===== src/rtl/cpu_ctrl_pkg.sv =====
`default_nettype none
// ============================================================================
// Module   : cpu_ctrl_pkg
// Purpose  : Shared definitions for the multi-cycle CPU control path: FSM
//            state enum, opcode/funct constants, ALU opcode constants and
//            the alu_src_b / pc_source mux encodings. Imported by the
//            control FSM, the ALU and the datapath.
// Ports    : none (package)
// Revision : 1.0 - initial release
// ============================================================================
package cpu_ctrl_pkg;

  // Control FSM states
  typedef enum logic [3:0] {
    FETCH    = 4'd0,
    DECODE   = 4'd1,
    EXEC_R   = 4'd2,
    WB_R     = 4'd3,
    EXEC_I   = 4'd4,
    WB_I     = 4'd5,
    MEM_ADDR = 4'd6,
    MEM_RD   = 4'd7,
    WB_MEM   = 4'd8,
    MEM_WR   = 4'd9,
    BRANCH   = 4'd10,
    JUMP     = 4'd11
  } state_t;

  // How the ALU opcode is chosen in a given state
  typedef enum logic [1:0] {
    ALU_CLASS_ADD    = 2'd0,  // address / PC arithmetic
    ALU_CLASS_FUNCT  = 2'd1,  // R-type, decoded from funct
    ALU_CLASS_BRANCH = 2'd2   // equality test for beq/bne
  } alu_class_t;

  // Primary opcodes (instr[31:26])
  localparam logic [5:0] OP_RTYPE = 6'h00;
  localparam logic [5:0] OP_J     = 6'h02;
  localparam logic [5:0] OP_BEQ   = 6'h04;
  localparam logic [5:0] OP_BNE   = 6'h05;
  localparam logic [5:0] OP_ADDI  = 6'h08;
  localparam logic [5:0] OP_LW    = 6'h23;
  localparam logic [5:0] OP_SW    = 6'h2B;

  // R-type function codes (instr[5:0])
  localparam logic [5:0] FUNCT_SLL = 6'h00;
  localparam logic [5:0] FUNCT_ADD = 6'h20;
  localparam logic [5:0] FUNCT_AND = 6'h24;
  localparam logic [5:0] FUNCT_OR  = 6'h25;
  localparam logic [5:0] FUNCT_SLT = 6'h2A;

  // ALU opcodes
  localparam logic [2:0] ALU_ADD  = 3'd0;
  localparam logic [2:0] ALU_NOOP = 3'd1;
  localparam logic [2:0] ALU_AND  = 3'd2;
  localparam logic [2:0] ALU_OR   = 3'd3;
  localparam logic [2:0] ALU_SLT  = 3'd4;
  localparam logic [2:0] ALU_SLL  = 3'd5;
  localparam logic [2:0] ALU_EQ   = 3'd6;  // result 0 when equal
  localparam logic [2:0] ALU_NE   = 3'd7;  // result 0 when not equal

  // alu_src_b mux encoding
  localparam logic [1:0] SRCB_REG      = 2'd0;
  localparam logic [1:0] SRCB_FOUR     = 2'd1;
  localparam logic [1:0] SRCB_IMM      = 2'd2;
  localparam logic [1:0] SRCB_IMM_SHL2 = 2'd3;

  // alu_src_a mux encoding
  localparam logic SRCA_PC  = 1'b0;
  localparam logic SRCA_REG = 1'b1;

  // pc_source mux encoding
  localparam logic [1:0] PCSRC_ALU    = 2'd0;
  localparam logic [1:0] PCSRC_ALUOUT = 2'd1;
  localparam logic [1:0] PCSRC_JUMP   = 2'd2;

  // True for the R-type function codes this core implements
  function automatic logic funct_is_legal(input logic [5:0] funct);
    return (funct == FUNCT_ADD) || (funct == FUNCT_AND) ||
           (funct == FUNCT_OR)  || (funct == FUNCT_SLT) ||
           (funct == FUNCT_SLL);
  endfunction

endpackage
`default_nettype wire


===== src/rtl/alu_op_decode.sv =====
`default_nettype none
// ============================================================================
// Module   : alu_op_decode
// Purpose  : Combinational ALU opcode decoder. Maps the FSM's ALU class
//            plus the instruction opcode/funct to the 3-bit ALU opcode and
//            flags R-type function codes the core does not implement.
// Ports    : alu_class     in  2  ALU usage class of the current state
//            opcode        in  6  instr[31:26]
//            funct         in  6  instr[5:0]
//            alu_op        out 3  ALU opcode
//            illegal_funct out 1  funct is not a supported R-type function
// Revision : 1.0 - initial release
// ============================================================================
module alu_op_decode
  import cpu_ctrl_pkg::*;
(
  input  alu_class_t  alu_class,
  input  logic [5:0]  opcode,
  input  logic [5:0]  funct,
  output logic [2:0]  alu_op,
  output logic        illegal_funct
);

  always_comb begin
    alu_op        = ALU_ADD;
    illegal_funct = ~funct_is_legal(funct);

    case (alu_class)
      ALU_CLASS_FUNCT: begin
        case (funct)
          FUNCT_ADD: alu_op = ALU_ADD;
          FUNCT_AND: alu_op = ALU_AND;
          FUNCT_OR:  alu_op = ALU_OR;
          FUNCT_SLT: alu_op = ALU_SLT;
          FUNCT_SLL: alu_op = ALU_SLL;
          // Unsupported functs are trapped in DECODE and never reach EXEC_R
          default:   alu_op = ALU_ADD;
        endcase
      end
      ALU_CLASS_BRANCH: begin
        alu_op = (opcode == OP_BNE) ? ALU_NE : ALU_EQ;
      end
      default: alu_op = ALU_ADD;
    endcase
  end

endmodule
`default_nettype wire


===== src/rtl/multicycle_control.sv =====
`default_nettype none
// ============================================================================
// Module   : multicycle_control
// Purpose  : Multi-cycle control FSM for the single-issue 32-bit CPU. Walks
//            each instruction through fetch / decode / execute / memory /
//            writeback, drives the ALU opcode, datapath mux selects and
//            write enables, resolves branches from the ALU zero flag and
//            stalls on the memory-ready handshake.
// Ports    : clk         in  1  clock, rising edge
//            reset       in  1  asynchronous active-high reset
//            opcode      in  6  instr[31:26]
//            funct       in  6  instr[5:0]
//            zero        in  1  ALU zero flag
//            mem_ready   in  1  memory completed current access
//            alu_op      out 3  ALU opcode
//            alu_src_a   out 1  0 PC, 1 register A
//            alu_src_b   out 2  0 reg B, 1 const 4, 2 imm, 3 imm<<2
//            i_or_d      out 1  memory address: 0 PC, 1 ALUOut
//            mem_read    out 1  memory read strobe
//            mem_write   out 1  memory write strobe
//            ir_write    out 1  instruction register load
//            pc_en       out 1  PC load enable
//            pc_source   out 2  0 ALU, 1 ALUOut, 2 jump target
//            reg_write   out 1  register file write enable
//            reg_dst     out 1  0 rt, 1 rd
//            mem_to_reg  out 1  writeback data from memory
//            illegal     out 1  unsupported instruction pulse
// Revision : 1.0 - initial release
// ============================================================================
module multicycle_control
  import cpu_ctrl_pkg::*;
(
  input  logic        clk,
  input  logic        reset,
  input  logic [5:0]  opcode,
  input  logic [5:0]  funct,
  input  logic        zero,
  input  logic        mem_ready,
  output logic [2:0]  alu_op,
  output logic        alu_src_a,
  output logic [1:0]  alu_src_b,
  output logic        i_or_d,
  output logic        mem_read,
  output logic        mem_write,
  output logic        ir_write,
  output logic        pc_en,
  output logic [1:0]  pc_source,
  output logic        reg_write,
  output logic        reg_dst,
  output logic        mem_to_reg,
  output logic        illegal
);

  state_t     state;
  state_t     next_state;
  alu_class_t alu_class;
  logic       illegal_funct;

  // Enables as decoded from the state, before reset gating
  logic mem_read_fsm;
  logic mem_write_fsm;
  logic ir_write_fsm;
  logic pc_en_fsm;
  logic reg_write_fsm;
  logic illegal_fsm;

  alu_op_decode u_alu_op_decode (
    .alu_class     (alu_class),
    .opcode        (opcode),
    .funct         (funct),
    .alu_op        (alu_op),
    .illegal_funct (illegal_funct)
  );

  // --------------------------------------------------------------------------
  // State register
  // --------------------------------------------------------------------------
  always_ff @(posedge clk or posedge reset) begin
    if (reset) begin
      state <= FETCH;
    end else begin
      state <= next_state;
    end
  end

  // --------------------------------------------------------------------------
  // Next-state and output decode
  // --------------------------------------------------------------------------
  always_comb begin
    next_state    = state;
    alu_class     = ALU_CLASS_ADD;
    alu_src_a     = SRCA_PC;
    alu_src_b     = SRCB_REG;
    i_or_d        = 1'b0;
    pc_source     = PCSRC_ALU;
    reg_dst       = 1'b0;
    mem_to_reg    = 1'b0;
    mem_read_fsm  = 1'b0;
    mem_write_fsm = 1'b0;
    ir_write_fsm  = 1'b0;
    pc_en_fsm     = 1'b0;
    reg_write_fsm = 1'b0;
    illegal_fsm   = 1'b0;

    case (state)
      FETCH: begin
        // PC + 4 is computed every cycle of the fetch; the IR and PC only
        // latch in the cycle the memory completes, so a stall never loads
        // twice.
        mem_read_fsm = 1'b1;
        alu_src_b    = SRCB_FOUR;
        if (mem_ready) begin
          ir_write_fsm = 1'b1;
          pc_en_fsm    = 1'b1;
          next_state   = DECODE;
        end
      end

      DECODE: begin
        // Branch target precomputed into ALUOut while decoding
        alu_src_b = SRCB_IMM_SHL2;
        case (opcode)
          OP_RTYPE: begin
            if (illegal_funct) begin
              illegal_fsm = 1'b1;
              next_state  = FETCH;
            end else begin
              next_state  = EXEC_R;
            end
          end
          OP_LW, OP_SW:   next_state = MEM_ADDR;
          OP_BEQ, OP_BNE: next_state = BRANCH;
          OP_ADDI:        next_state = EXEC_I;
          OP_J:           next_state = JUMP;
          default: begin
            illegal_fsm = 1'b1;
            next_state  = FETCH;
          end
        endcase
      end

      EXEC_R: begin
        alu_class  = ALU_CLASS_FUNCT;
        alu_src_a  = SRCA_REG;
        alu_src_b  = SRCB_REG;
        next_state = WB_R;
      end

      WB_R: begin
        reg_write_fsm = 1'b1;
        reg_dst       = 1'b1;
        next_state    = FETCH;
      end

      EXEC_I: begin
        alu_src_a  = SRCA_REG;
        alu_src_b  = SRCB_IMM;
        next_state = WB_I;
      end

      WB_I: begin
        reg_write_fsm = 1'b1;
        next_state    = FETCH;
      end

      MEM_ADDR: begin
        alu_src_a  = SRCA_REG;
        alu_src_b  = SRCB_IMM;
        // Only lw and sw reach this state
        next_state = (opcode == OP_LW) ? MEM_RD : MEM_WR;
      end

      MEM_RD: begin
        mem_read_fsm = 1'b1;
        i_or_d       = 1'b1;
        if (mem_ready) begin
          next_state = WB_MEM;
        end
      end

      WB_MEM: begin
        reg_write_fsm = 1'b1;
        mem_to_reg    = 1'b1;
        next_state    = FETCH;
      end

      MEM_WR: begin
        mem_write_fsm = 1'b1;
        i_or_d        = 1'b1;
        if (mem_ready) begin
          next_state = FETCH;
        end
      end

      BRANCH: begin
        alu_class  = ALU_CLASS_BRANCH;
        alu_src_a  = SRCA_REG;
        alu_src_b  = SRCB_REG;
        pc_source  = PCSRC_ALUOUT;
        // The ALU test is arranged so zero=1 means "take the branch"
        pc_en_fsm  = zero;
        next_state = FETCH;
      end

      JUMP: begin
        pc_source  = PCSRC_JUMP;
        pc_en_fsm  = 1'b1;
        next_state = FETCH;
      end

      default: next_state = FETCH;
    endcase
  end

  // The state register already sits in FETCH during reset, whose read
  // strobe would otherwise be visible; hold every enable low while reset
  // is applied.
  assign mem_read  = mem_read_fsm  & ~reset;
  assign mem_write = mem_write_fsm & ~reset;
  assign ir_write  = ir_write_fsm  & ~reset;
  assign pc_en     = pc_en_fsm     & ~reset;
  assign reg_write = reg_write_fsm & ~reset;
  assign illegal   = illegal_fsm   & ~reset;

endmodule
`default_nettype wire


===== config.mk =====
export PLATFORM = sky130hd
export DESIGN_NAME = multicycle_control
export DESIGN_NICKNAME = d
export VERILOG_FILES = /design/src/rtl/cpu_ctrl_pkg.sv /design/src/rtl/alu_op_decode.sv /design/src/rtl/multicycle_control.sv
export SDC_FILE = /design/constraint.sdc
export NUM_CORES = 1
export LEC_CHECK = 0
export CAP_MARGIN = 15
export CELL_PAD_IN_SITES_DETAIL_PLACEMENT = 0
export CELL_PAD_IN_SITES_GLOBAL_PLACEMENT = 1
export CORE_MARGIN = 5
export CORE_UTILIZATION = 44
export CTS_CLUSTER_DIAMETER = 40
export DETAILED_ROUTE_END_ITERATION = 10
export DONT_BUFFER_PORTS = 1
export PLACE_DENSITY = 0.91
export SLEW_MARGIN = 20
export SYNTH_ARGS = -nofsm -noshare
export SYNTH_HDL_FRONTEND = slang
export SYNTH_SLANG_ARGS = --single-unit

===== constraint.sdc =====
create_clock -name clk -period 4 [get_ports clk]
set_input_delay 0.4 -clock clk [delete_from_list [all_inputs] [get_ports clk]]
set_output_delay 0.4 -clock clk [all_outputs]
set_load 0.1 [all_outputs]

==> metrics.txt, run 1 <==
CTS tree=built; Post-CTS Resized=0; largest registers=state x4; layout net count=130; distinct cell type count after synthesis=39; cell family with most CP delay=flip-flops; cell count after synthesis=104; Slowest cell on crit path=dfrtp_1; Post-Syn Nets=122; first-pass detailed-route iteration total=5; synthesized flop and latch total=4; synthesized area per cell=~6.9 µm²; via count=between 700 and 800; # diodes=0; Worst Setup Start Kind=register; status=completed; width of the die=around 50 µm; critical path arrival=~2.7 ns; dpl hpwl=1640 µm; most frequent cells in the layout=a21oi_1, buf_4, nand2_1, nor2_1, nor2_2; # rows=14; Reg with most FFs=state; maximum number of pins on one net before global-route repair=25; Peak VDD IR=a little over 400 µV; Tcrit/Tclk final=just under 80%; Post-CTS Setup Repair Bufs=0; Final Hold Vio Count=0; number of buffers created by CTS=3; DRT iter0 DRCs=22; Pwr per Cell Area=roughly 580 mW/mm²; Final Skew=around 0.0014 ns; critical path cell sequence=nand2_1, nor2_2, buf_4, ha_1, nand2_1, or3_1, a21oi_2, buf_4; core area=0.00152 mm²; CTS max path bufs=2; number of I/O port buffers=0; Post-CTS Hold Buffers=1; CP max stage delay=roughly 0.74 ns; f_max=0.322 GHz; WP data required=3.60 ns; Routed WL per cell=~17 µm; Post-route DRC=0; vias in the first global route=~750; Max H-tree Level=1; worst hold path type=in -> reg; vias per cell=between 6 and 7; Slew HR=26.1%; Setup violations, final=0; CP Class=reg -> out; final wirelength=between 2000 and 2500 µm; CTS clk-pin slew, worst paths=0.04 ns; Worst Max-Slew Pin Slew=about 1.1 ns; filler cell count=about 150; Syn-to-layout area delta=22.6%; antenna-violating nets left=0; P_leak=0.328 nW; area of the die=between 0.002 and 0.003 mm²; sequential share of the synthesized area=roughly 14%; Overflow after GRT=0; Placed Area=around 850 µm²; Die Ht=~50 µm; Final Instance Area=around 880 µm²; initial antenna violation count=0; max reg flops=4; Root Buffer Master=clkbuf_4; num ports=33; setup tns final=0 ns; Ys Warns=0; Sink Count=4; nature of the critical path endpoint=output port; clk_lat worst skew=~0.24 ns; Max Fanout on Critical Path=18; layout cells sized above 1=around a quarter; first-pass GRT wire length=roughly 3500 µm; max cap viols=0; GPL Wtd Cong=approximately 0.83; Mapped Area=~700 µm²; Final Max Slew Viols=0; Pwr Total=about 0.00051 W; CP Buf/Inv Count=2; post-layout min period=3.11 ns; GRT Overall Usage=around 17%; initial core utilization=between 40% and 50%; RSZ-0062 raised after global routing=false
[worst register-to-register path, cell delays in order, from the launching register on]
cell and delay, ns:
dfrtp_1 0.78, or4b_1 0.59, nor3_1 0.20, a211oi_1 0.08, o21ai_0 0.12
[area by class of cell]
class                      count  area [µm²]  share of cell area (%)
tap                           16        20.0                    2.27
timing repair buffer          10        95.1                    10.8
multi-input combinational     90         634                    71.8
clock buffer                   3        22.5                    2.55
inverter                       3        11.3                    1.27
sequential                     4         100                    11.3
[through the flow]
stage	hold slack (ns)	util, %	setup WS (ns)	instances
detailed placement	0.191	55.8	1.13	122
CTS	0.349	58.0	0.865	126
global placement	0.189	55.8	1.21	122
floorplan	0.172	-	0.290	104
global route	0.367	58.0	0.667	126
finish	0.354	58.0	0.891	126
[cells in the mapped netlist]
| cell | count | area [µm²] |
|---|---|---|
| buf_2 | 2 | 10.0 |
| nor3_1 | 4 | 20.0 |
| ha_1 | 2 | 25.0 |
| nand4b_1 | 1 | 8.76 |
| or4_1 | 1 | 7.51 |
| o41ai_1 | 2 | 17.5 |
| o31ai_2 | 1 | 12.5 |
| and2_1 | 1 | 6.26 |
| a21oi_1 | 9 | 45.0 |
| or4bb_1 | 1 | 11.3 |
| or3_1 | 3 | 18.8 |
| inv_1 | 3 | 11.3 |
| nand2b_1 | 4 | 25.0 |
| nand2_1 | 6 | 22.5 |
| nand3b_1 | 1 | 7.51 |
| nor2_1 | 12 | 45.0 |
| o21ai_0 | 4 | 20.0 |
| a2bb2oi_1 | 1 | 8.76 |
| buf_4 | 4 | 30.0 |
| o21ai_1 | 1 | 5.00 |
| a211oi_2 | 1 | 12.5 |
| nor2b_1 | 3 | 18.8 |
| a31oi_1 | 2 | 12.5 |
| o21bai_1 | 2 | 15.0 |
| clkbuf_1 | 1 | 3.75 |
| or3b_1 | 2 | 17.5 |
| or2_2 | 2 | 12.5 |
| nor4_1 | 3 | 18.8 |
| and3_1 | 4 | 25.0 |
| dfrtp_1 | 4 | 100 |
| o21a_1 | 1 | 7.51 |
| nor3b_1 | 4 | 30.0 |
| a22oi_1 | 1 | 7.51 |
| nand3_1 | 3 | 15.0 |
| or4b_1 | 2 | 20.0 |
| or2_1 | 1 | 6.26 |
| o211ai_1 | 1 | 7.51 |
| nor4b_1 | 2 | 17.5 |
| a211oi_1 | 2 | 15.0 |
[path summary, 6_finish.rpt]
check / start / end / slack [ns] / cells after the start
worst max-delay path: state[3] / alu_op[0] / 0.89 / 8
max in group asynchronous: reset / state[0] / 3.35 / 2
worst min register to register: state[1] / state[2] / 0.75 / 1
min in group asynchronous: reset / state[1] / 0.49 / 2
worst min-delay path: mem_ready / state[0] / 0.35 / 2
worst max register to register: state[0] / state[1] / 2.13 / 4
[power by group]
part	leakage (nW)	internal, W	switching, W
sequential	0.0542	0.0000488	0.0000464
clock	0.0138	0.0000336	0.0000177
combinational	0.260	0.0000916	0.000271
total	0.328	0.000174	0.000335
[per-layer routing]
layer	routed length [µm]	share of wire [%]	GRT usage [%]
met5	0	0	0
met4	41	1.9	7.66
met3	167	7.9	6.21
met2	1090	52	28.9
met1	812	38	19.6
[cell families after synthesis]
logic type / Yosys count / synth area share (%)
AND/OR/NAND/NOR: 60 / 49.1
AO/OA/AOI/OAI: 28 / 25.9
buffers and inverters: 10 / 7.64
flip-flops: 4 / 13.9
adder cells (fa/ha/maj): 2 / 3.47
(Power assumes the default switching activity.)
==> run 2: changes to the inputs <==
CORE_UTILIZATION = 37   (was 44)
PLACE_DENSITY = 0.83   (was 0.91)
clock period = 2.49 ns   (was 4 ns; I/O delays follow)
==> run 2 against run 1 <==
Net effect: final cell count increased by 19%; clock power increased by 62%; register-to-register slack got worse by 1.3 ns; clock skew decreased by 0.00090 ns; first-iteration DRC count decreased by 50%; non-clock buffer count increased by 13; combinational power increased by 100%; critical endpoint is now alu_op[1].
==> metrics.txt, run 2 (synthesis gave the netlist of run 1 again) <==
reg2reg end=state[1]; routing usage on met1=23.3% (+3.7 points); clock share of power=9.1% (-1.0 points); worst hold path type=in -> reg; via count=885 (+11%); DRT iter0 DRCs=11 (-50%); GPL Wtd Cong=0.809 (-2.4%); gr busiest metal=met2; Peak VDD IR=554 µV (+37%); dpl hpwl=1850 µm (+13%); Slew HR=73.9% (+48 points); Reg with most FFs=state; part of the power in registers=11.2% (-7.5 points); most common cell after layout, fill and taps aside=buf_4; P_leak=0.412 nW (+26%); WP data required=2.24 ns (-1.36 ns); area of the die=0.00293 mm² (+15%); critical path arrival=2.12 ns (-0.59 ns); Hold Path Stages=2 (unchanged); CTS clk-pin slew, worst paths=0.04 ns (about the same); largest registers=state x4; Inst Count DP=146 (+20%); CTS max path bufs=2 (unchanged); Slowest cell on crit path=dfrtp_1; final wirelength=2340 µm (+11%); antenna-violating nets left=0 (unchanged); Switch Pwr=0.000573 W (+71%); Final Hold Vio Count=0 (unchanged); Syn-to-layout area delta=54.7%; Combinational Power Share=79.8% (+8.6 points); post-layout min period=around 2.4 ns; worst r2r path cells=5 (+1); first-pass GRT wire length=3940 µm (+13%); sw frac=62.5% (-3.3 points); vias in the first global route=925 (+23%); first-pass detailed-route iteration total=4 (-1); layout net count=143 (+10%); Overflow after GRT=0 (unchanged); Post-CTS Setup Repair Bufs=0 (unchanged); Post-Layout Cell Count=150 (+19%); flop-to-flop setup slack=0.78 ns (-1.35 ns); Pwr per Cell Area=821 mW/mm² (+43%); hold_ws=0.203 ns (-0.152 ns); max reg flops=4 (unchanged); Final Max Slew Viols=0 (unchanged); num ports=33 (unchanged); Final Skew=0.000533 ns (-0.000898 ns); maximum number of pins on one net before global-route repair=19 (-24%); width of the die=54.1 µm (+7.3%); initial core utilization=37.9% (-9.4 points); Max H-tree Level=1 (unchanged); CP max stage delay=0.38 ns (-0.36 ns); Post-route DRC=0 (unchanged); RSZ-0062 raised after global routing=false; layout cells sized above 1=39.0% (+13 points); worst r2r src=state[3]; CP Buf/Inv Count=2 (unchanged); Routed WL per cell=15.6 µm (-7.1%); Setup violations, final=0 (unchanged); critical path cell sequence=buf_4, nor2_4, nand2_2, or2_1, ha_1, nor4b_2, a31oi_1, nor2_4, buf_12; number of buffers created by CTS=3 (unchanged); status=completed; max cap viols=0 (unchanged); Tcrit/Tclk final=95.2%; vias per cell=5.90 (-6.8%); met3 global-route usage=3.88% (-2.3 points); met2 GRT Util=27.3% (-1.6 points); Root Buffer Master=clkbuf_4; CP Class=reg -> out; Sink Count=4 (unchanged); # rows=16 (+2); Max Fanout on Critical Path=17 (-1); Hold EP=state[0]; initial antenna violation count=0 (unchanged); Die Ht=54.1 µm (+7.3%); f_max=about 0.42 GHz; number of I/O port buffers=0 (unchanged); CTS tree=built; core area=0.00190 mm² (+25%); cell family with most CP delay=simple AND/OR/NAND/NOR gates; Worst Setup Start Kind=register; Pint=0.000343 W (+97%); # diodes=0 (unchanged); clk_lat worst skew=0.24 ns (about the same); nature of the critical path endpoint=output port; Worst Max-Slew Pin Slew=0.386 ns (-0.722 ns); min-delay src=mem_ready; Critical Path Most Common Cell=nor2_4; GRT Overall Usage=17.9% (+0.52 points); most frequent cells in the layout=buf_4, a21oi_1, buf_12
-- run 2: changes by cell type in the layout (fill, tap and decap cells not counted), sizes merged --
cell    before  now
buf          8   22
clkbuf       4    3
-- run 2: area by class of cell --
cell class / instances / area, µm²
clock buffer: 3 / 22.5
fill: 178 / 787
inverter: 3 / 11.3
multi-input combinational: 90 / 697
sequential: 4 / 100
tap: 27 / 33.8
timing repair buffer: 23 / 250
-- run 2: repair_timing --
item	in CTS	in global routing
endpoints found under the setup margin	0	1
hold buffers	1	0
resized for setup	0	2
endpoints found under the hold margin	4	0
-- run 2: how the worst max path moves through the flow --
stage	endpoint	cells after the start	slack [ns]	from
finish	alu_op[1]	9	0.12	state[2]
global route	alu_op[1]	9	0.02	state[2]
CTS	alu_op[0]	9	0.06	state[2]
detailed placement	alu_op[0]	9	0.34	state[2]
global placement	alu_op[0]	9	0.40	state[2]
floorplan	reg_write	5	-0.64	state[2]
-- run 2: power by group through the flow --
stage | logic [W] | registers [W] | clock network, W
3_3_place_gp | 0.000719 | 0.0000994 | 0
3_5_place_dp | 0.000731 | 0.000101 | 0
6_report | 0.000730 | 0.000102 | 0.0000829
2_1_floorplan | 0.000575 | 0.0000924 | 0
5_1_grt | 0.000771 | 0.000104 | 0.0000882
4_1_cts | 0.000735 | 0.000101 | 0.0000820
-- run 2: layer usage --
| layer | part of all wire [%] | vias up |
|---|---|---|
| met5 | 0 | - |
| li1 | - | 430 |
| met2 | 49 | 31 |
| met4 | 0.90 | 0 |
| met3 | 6.7 | 2 |
| met1 | 43 | 422 |
-- run 2: worst reg2reg max path, stage by stage (launching register included) --
cell and delay (ns):
dfrtp_1 0.46, buf_4 0.24, or4b_1 0.57, nor3_1 0.17, a211oi_1 0.07, o21ai_0 0.10
-- run 2: per-stage QoR --
stage	setup WS, ns	power, W	cell area, µm²	setup TNS (ns)	util, %
2_1_floorplan	-0.637	0.000668	832	-0.872	-
3_3_place_gp	0.396	0.000818	1080	0	56.6
3_5_place_dp	0.341	0.000832	1080	0	56.6
4_1_cts	0.0650	0.000918	1110	0	58.3
5_1_grt	0.0180	0.000963	1110	0	58.6
6_report	0.120	0.000916	1110	0	58.6
==> run 3: changes to the inputs <==
CAP_MARGIN = 20   (was 15)
SLEW_MARGIN = default   (was 20)
==> results of run 3 <==
Same layout as run 2: the final DEF is identical, and so are final timing and power.
